**src/rtl/digest_target_checker_pkg.sv**
```systemverilog
`default_nettype none
// ---------------------------------------------------------------------------
// digest_target_checker_pkg : shared SHA-256 word types, IV, FSM states, bswap
// Revision: 1.0
// ---------------------------------------------------------------------------
package digest_target_checker_pkg;

   localparam int WORD_W = 32;
   localparam int NWORDS = 8;
   localparam int REM_W  = 8;

   // Index k holds H<k>; shared with the H-register blocks.
   localparam logic [NWORDS-1:0][WORD_W-1:0] SHA256_IV = {
      32'h5be0cd19, 32'h1f83d9ab, 32'h9b05688c, 32'h510e527f,
      32'ha54ff53a, 32'h3c6ef372, 32'hbb67ae85, 32'h6a09e667
   };

   typedef enum logic [1:0] {
      IDLE   = 2'd0,
      SCAN   = 2'd1,
      REPORT = 2'd2
   } state_t;

   typedef enum logic [1:0] {
      CMP_CONT = 2'd0,
      CMP_PASS = 2'd1,
      CMP_FAIL = 2'd2
   } cmp_res_t;

   function automatic logic [WORD_W-1:0] bswap32(input logic [WORD_W-1:0] w);
      return {w[7:0], w[15:8], w[23:16], w[31:24]};
   endfunction

endpackage
`default_nettype wire

```
**src/rtl/digest_target_checker_zero_prefix_cmp.sv**
```systemverilog
`default_nettype none
// ---------------------------------------------------------------------------
// zero_prefix_cmp : checks one digest word against the remaining zero-bit budget
// Revision: 1.0
// ---------------------------------------------------------------------------
module zero_prefix_cmp
   import digest_target_checker_pkg::*;
(
   input  logic [WORD_W-1:0] word,
   input  logic [REM_W-1:0]  rem,
   input  logic              last,
   output cmp_res_t          result,
   output logic [REM_W-1:0]  next_rem
);

   localparam int SH_W = $clog2(WORD_W);

   logic [WORD_W-1:0] w_mask;

   // Ones in the top rem bits; only meaningful when rem < WORD_W.
   assign w_mask = ~({WORD_W{1'b1}} >> rem[SH_W-1:0]);

   always_comb begin
      result   = CMP_FAIL;
      next_rem = rem;
      if (rem == '0) begin
         result = CMP_PASS;
      end else if (rem >= REM_W'(WORD_W)) begin
         next_rem = rem - REM_W'(WORD_W);
         if (word != '0)
            result = CMP_FAIL;
         else if ((next_rem == '0) || last)
            result = CMP_PASS;
         else
            result = CMP_CONT;
      end else begin
         result = ((word & w_mask) == '0) ? CMP_PASS : CMP_FAIL;
      end
   end

endmodule
`default_nettype wire

```
**config.mk**
```make
export PLATFORM = sky130hd
export DESIGN_NAME = zero_prefix_cmp
export DESIGN_NICKNAME = d
export VERILOG_FILES = /design/src/rtl/digest_target_checker_pkg.sv /design/src/rtl/digest_target_checker_zero_prefix_cmp.sv
export SDC_FILE = /design/constraint.sdc
export NUM_CORES = 1
export LEC_CHECK = 0
export ABC_AREA = 1
export BUFFER_PORTS_ARGS = -buffer_cell sky130_fd_sc_hd__buf_4
export CAP_MARGIN = 20
export CELL_PAD_IN_SITES_DETAIL_PLACEMENT = 0
export CELL_PAD_IN_SITES_GLOBAL_PLACEMENT = 1
export CORE_MARGIN = 4
export CORE_UTILIZATION = 24
export DETAILED_ROUTE_END_ITERATION = 8
export GPL_ROUTABILITY_DRIVEN = 0
export GPL_TIMING_DRIVEN = 0
export PLACE_DENSITY = 0.87
export REMOVE_ABC_BUFFERS = 1
export SLEW_MARGIN = 20
export SYNTH_ARGS = -nofsm -noshare
export SYNTH_HDL_FRONTEND = slang
export SYNTH_SLANG_ARGS = --single-unit
export TNS_END_PERCENT = 100
```
**constraint.sdc**
```tcl
create_clock -name vclk -period 1.1
set_input_delay 0.165 -clock vclk [all_inputs]
set_output_delay 0.165 -clock vclk [all_outputs]
set_load 0.05 [all_outputs]
```
==> results of run 1 <==
logic make-up after synthesis:
logic type / Yosys count / synth area share
buf+inv: 31 / 0.175
xor+xnor: 1 / 0.0106
fa+ha+maj: 1 / 0.0151
compound gates: 11 / 0.0725
simple gates: 134 / 0.727
report_power, final:
group | total, W | internal (W) | switching (W) | leakage [nW]
registers | 0 | 0 | 0 | 0
clock network | 0 | 0 | 0 | 0
logic | 0.000565 | 0.000254 | 0.000311 | 0.736
worst max-delay path: cells and delay by family:
family        cells  cell delay (ns)
simple gates      9             0.67
buf+inv           5             0.47
routing by layer:
| layer | share of wire | global-route usage |
|---|---|---|
| met2 | 0.51 | 0.249 |
| met5 | 0 | 0 |
| met1 | 0.43 | 0.179 |
| met4 | 0 | 0.00508 |
| met3 | 0.057 | 0.00337 |
cell usage after synthesis, types with 2 or more instances:
library cell  count
o21ai_1           7
inv_1            14
nor2_4            3
nand2_1          58
nand2_2           2
inv_2             7
nor2_1           40
buf_4             7
nand4_1           6
nand3_1          19
nand3b_1          2
cell type report:
| cell class | instances | area, sq um | area share |
|---|---|---|---|
| inverters | 23 | 109 | 0.0765 |
| well taps | 46 | 57.6 | 0.0405 |
| repair buffers | 57 | 505 | 0.355 |
| multi-input cells | 147 | 751 | 0.528 |
through the flow:
step           setup slack (ns)  total power (W)  utilization  TNS (ns)
2_1_floorplan            -0.392         0.000218            -     -1.15
3_3_place_gp             -0.532         0.000482        0.363     -1.01
3_5_place_dp             -0.554         0.000483        0.363     -1.07
4_1_cts                  -0.402         0.000527        0.397    -0.754
5_1_grt                  -0.527         0.000620        0.426     -1.07
6_report                 -0.383         0.000565        0.426    -0.765
layout by cell type, fill, tap and decap left out, drive strengths merged:
| cell | n |
|---|---|
| a21boi | 1 |
| a21oi | 1 |
| buf | 57 |
| clkinv | 2 |
| ha | 1 |
| inv | 21 |
| nand2 | 61 |
| nand3 | 20 |
| nand3b | 2 |
| nand4 | 7 |
| nor2 | 44 |
| o21ai | 8 |
| o31ai | 1 |
| xnor2 | 1 |
path summary, 6_finish.rpt:
kind / to / slack (ns) / cells after the start
worst max-delay path: result[0] / -0.38 / 14
worst min-delay path: next_rem[1] / 0.64 / 2
repair_timing:
action,in CTS,in global routing
setup endpoints to repair,3,5
pin swaps,16,16
hold buffers,0,0
gates resized for setup,25,24
buffers inserted,3,4
==> results_dict.tcl, run 1 <==
set metrics [dict create \
    overflow 0 \
    die_x_um 66.7 \
    setup_violations 2 \
    final_layout_size_suffix_gt1_frac 0.414 \
    worstSetupPathType "input pin to primary output" \
    seq_cell_count 0 \
    area.sequential_sq_um 0 \
    ios 51 \
    end_kind "primary output" \
    core.rowCount 21 \
    grtUsageTotal 0.134 \
    nClkBuffers 0 \
    ys_seq_area_frac 0 \
    synth_warnings 0 \
    status "finished with violations" \
    fin_cells 273 \
    synth_cell_types 24 \
    tightestPinTransition_ns 0.212 \
    routedWlPerCell_um 10.8 \
    fmax_ghz 0.674 \
    post-route-period-util 1.35 \
    syn_inst 178 \
    fin_ws_ns -0.383 \
    area_delta_synth_final_pct 71.8 \
    nets 271 \
    hp-start "rem[1]" \
    ir_drop_mv 0.179 \
    stdcell_area_sq_um 1420 \
    cp_slowest_cell "nor2_4" \
    path_cells "buf_8 > nor2_4 > buf_6 > nor2_1 > nand3_1 > nand2_1 > inv_1 > nand2_1 > nor2_2 > nand2_2 > inv_1 > nand2_1 > nand2_2 > buf_8" \
    grt_pass1_wl_mm 4.85 \
    synth_area_leader_cell "nand2_1" \
    pwr_density_cell_nw_per_um2 397 \
    drt_iter0_drc 33 \
    core_area_sq_um 3340 \
    die_h_um 66.7 \
    start_util 0.248 \
    slew-limit-headroom 0.858 \
    grt_pass1_vias 1120 \
    via_count 1200 \
    rsz0062_at_grt "yes" \
    violations "setup timing" \
    crit_fanout 8 \
    antenna_cells 0 \
    startpoint_type "input pin" \
    place_area_sq_um 1210 \
    syn_area_per_cell_sq_um 4.65 \
    critPathMaxStageDelay_ns 0.16 \
    grt_max_degree 23 \
    antenna_found_initial 0 \
    synth_top_area_share 0.263 \
    remaining_drc_errors 0 \
    dp_cells 267 \
    die_area_sq_um 4450 \
    firstDrtPassIters 4 \
    finalCriticalPeriod_ns 1.48 \
    cp.required_ns 0.94 \
    worst_ep_arrival_time_ns 1.32 \
    synth_area_sq_um 828 \
    whs_ns 0.635 \
    ant_nets 0 \
    drv_cap 0 \
    crit_path_start "rem[1]" \
    place_hpwl_mm 2.45 \
    cpMostUsedCell "nand2_1" \
    portBuffers 51 \
    finalWirelength_mm 2.94 \
    hold_violations 0 \
    fillers 389 \
    viasPerCell 4.40 \
    hold_path.class "input pin to primary output" \
    leakage_nw 0.736 \
    synth.area.top_cells "nand2_1 (26%), nor2_1 (18%), nand3_1 (11%)" \
    maxSlewViolCount 0 \
]
(Power assumes the default switching activity.)
==> inputs of run 2 (changes only) <==
ABC_AREA = unset   (was 1)
CORE_UTILIZATION = 21   (was 24)
SLEW_MARGIN = 25   (was 20)
==> results_dict.tcl, run 2 <==
set metrics [dict create \
    tns_ns -1.56 \
    ys_seq_area_frac 0 \
    routedWlPerCell_um 13.8 \
    status "finished with violations" \
    synth.area.top_cells "nor2_1 (11%), buf_4 (8.5%), o21ai_0 (6.6%)" \
    grt_max_degree 16 \
    ant_nets 0 \
    synthMuxAreaShare 0 \
    synth_warnings 0 \
    final_layout_size_suffix_gt1_frac 0.558 \
    finalWirelength_mm 2.17 \
    maxSlewViolCount 0 \
    syn_inst 83 \
    setup_violations 2 \
    synthTopCellsByCount "nor2_1 (16), nand2_1 (9), o21ai_0 (7), buf_4 (6), a21oi_1 (4)" \
    synthAdderAreaFrac 0.0236 \
    final_cell_mix "buf_4 (45), nor2_1 (15), nand2_1 (9), buf_6 (9), o21ai_0 (5)" \
    critPathTopFamily "simple AND/OR/NAND/NOR gates" \
    p_total_w 0.000421 \
    startpoint_type "input pin" \
    hold_violations 0 \
    nets 173 \
    cp.required_ns 0.94 \
    antenna_found_initial 0 \
    synth_compound_area_frac 0.399 \
    worstSetupPathType "input pin to primary output" \
    tightestPinTransition_ns 0.269 \
    ctsHoldBuffers 0 \
    end_kind "primary output" \
    violations "setup timing" \
    core_area_sq_um 2300 \
    synth_area_leader_cell "nor2_1" \
    grt_pass1_vias 779 \
    synth_top_family_by_area "simple AND/OR/NAND/NOR gates" \
    fin_ws_ns -0.792 \
    cp_slowest_cell "or4_4" \
    area_delta_synth_final_pct 93.2 \
    cpMostUsedCell "buf_6" \
    drt_iter0_drc 25 \
    grtUsageTotal 0.119 \
    antenna_cells 0 \
    area.sequential_sq_um 0 \
    drv_cap 0 \
    ios 51 \
    pwr_density_cell_nw_per_um2 411 \
    hold_depth 3 \
    synth_top_area_share 0.113 \
    grt_pass1_wl_mm 3.42 \
    worst_ep_arrival_time_ns 1.73 \
    core.rowCount 17 \
    die_x_um 58.3 \
    die_h_um 58.3 \
    synth_cell_types 33 \
    crit_path_start "word[20]" \
    synthMostInstantiatedCell "nor2_1" \
    path_buf_inv 2 \
    path_cells "buf_6 > or4_4 > a22o_1 > a2111oi_2 > nand4_1 > and2_4 > buf_6" \
    firstDrtPassIters 4 \
    crit_cells 7 \
    leakage_nw 0.430 \
    nClkBuffers 0 \
    start_util 0.231 \
    critPathMaxStageDelay_ns 0.53 \
    overflow 0 \
    crit_fanout 2 \
    fillers 240 \
    die_area_sq_um 3390 \
    hold_path.class "input pin to primary output" \
    place_hpwl_mm 1.73 \
    rsz0062_at_grt "yes" \
    seq_cell_count 0 \
    synth-simple-area-share 0.413 \
    final_common_cell "buf_4" \
    ir_drop_mv 0.155 \
    viasPerCell 5.25 \
    synth_area_sq_um 531 \
    hp-start "rem[5]" \
    remaining_drc_errors 0 \
    synth_xor_area_frac 0.0165 \
    finalCriticalPeriod_ns 1.89 \
    fmax_ghz 0.528 \
    post-route-period-util 1.72 \
    syn_area_per_cell_sq_um 6.39 \
    dp_slack_ns -0.875 \
    slew-limit-headroom 0.821 \
    portBuffers 51 \
    via_count 824 \
]
==> run 2: changes by cell type in the layout (fill, tap and decap cells not counted), sizes merged, moves of 3 or more <==
cell	previous run	this run
nand3	20	3
a21oi	1	4
nor3	0	4
nor4	0	3
inv	21	3
buf	57	54
nand4	7	1
nand2	61	9
nor2	44	16
==> run 2: stage by stage <==
step | util | instances | hold WS (ns) | area [sq um]
after floorplan | - | 75 | 0.330 | 463
after global placement | 0.383 | 154 | 0.648 | 881
after detailed placement | 0.383 | 154 | 0.648 | 881
after CTS | 0.416 | 155 | 0.638 | 955
after global routing | 0.446 | 157 | 0.661 | 1020
final | 0.446 | 157 | 0.646 | 1020
==> run 2: cells by family (layout without fill, tap and decap cells) <==
logic type | count (synthesis) | after routing
AND/OR/NAND/NOR | 42 | 42
adder cells (fa/ha/maj) | 1 | 1
AO/OA/AOI/OAI | 28 | 28
XOR/XNOR | 1 | 1
buffers and inverters | 11 | 57
==> run 2: report_power, final <==
group	switching [W]	internal (W)	leakage [nW]
Sequential	0	0	0
Clock	0	0	0
Combinational	0.000223	0.000197	0.430
==> run 2: final cells by class <==
| type | count | area [sq um] | share of cell area |
|---|---|---|---|
| Multi-Input combinational cell | 72 | 539 | 0.526 |
| Timing Repair Buffer | 54 | 439 | 0.429 |
| Tap cell | 28 | 35.0 | 0.0342 |
| Inverter | 3 | 11.3 | 0.0110 |
==> run 2: repair_timing <==
action,CTS,global route
resized for setup,16,12
setup endpoints to repair,3,4
pin swaps,7,4
buffers inserted,1,2
==> run 2: path summary, 6_finish.rpt <==
path	to	slack [ns]
worst max-delay path	result[1]	-0.79
worst min-delay path	next_rem[5]	0.65
==> run 2: per-layer routing <==
layer | vias to the layer above | global-route usage | wire (um)
li1 | 407 | - | -
met1 | 380 | 0.160 | 922
met2 | 37 | 0.212 | 1070
met3 | 0 | 0.0156 | 174
met4 | 0 | 0 | 0
met5 | - | 0 | 0
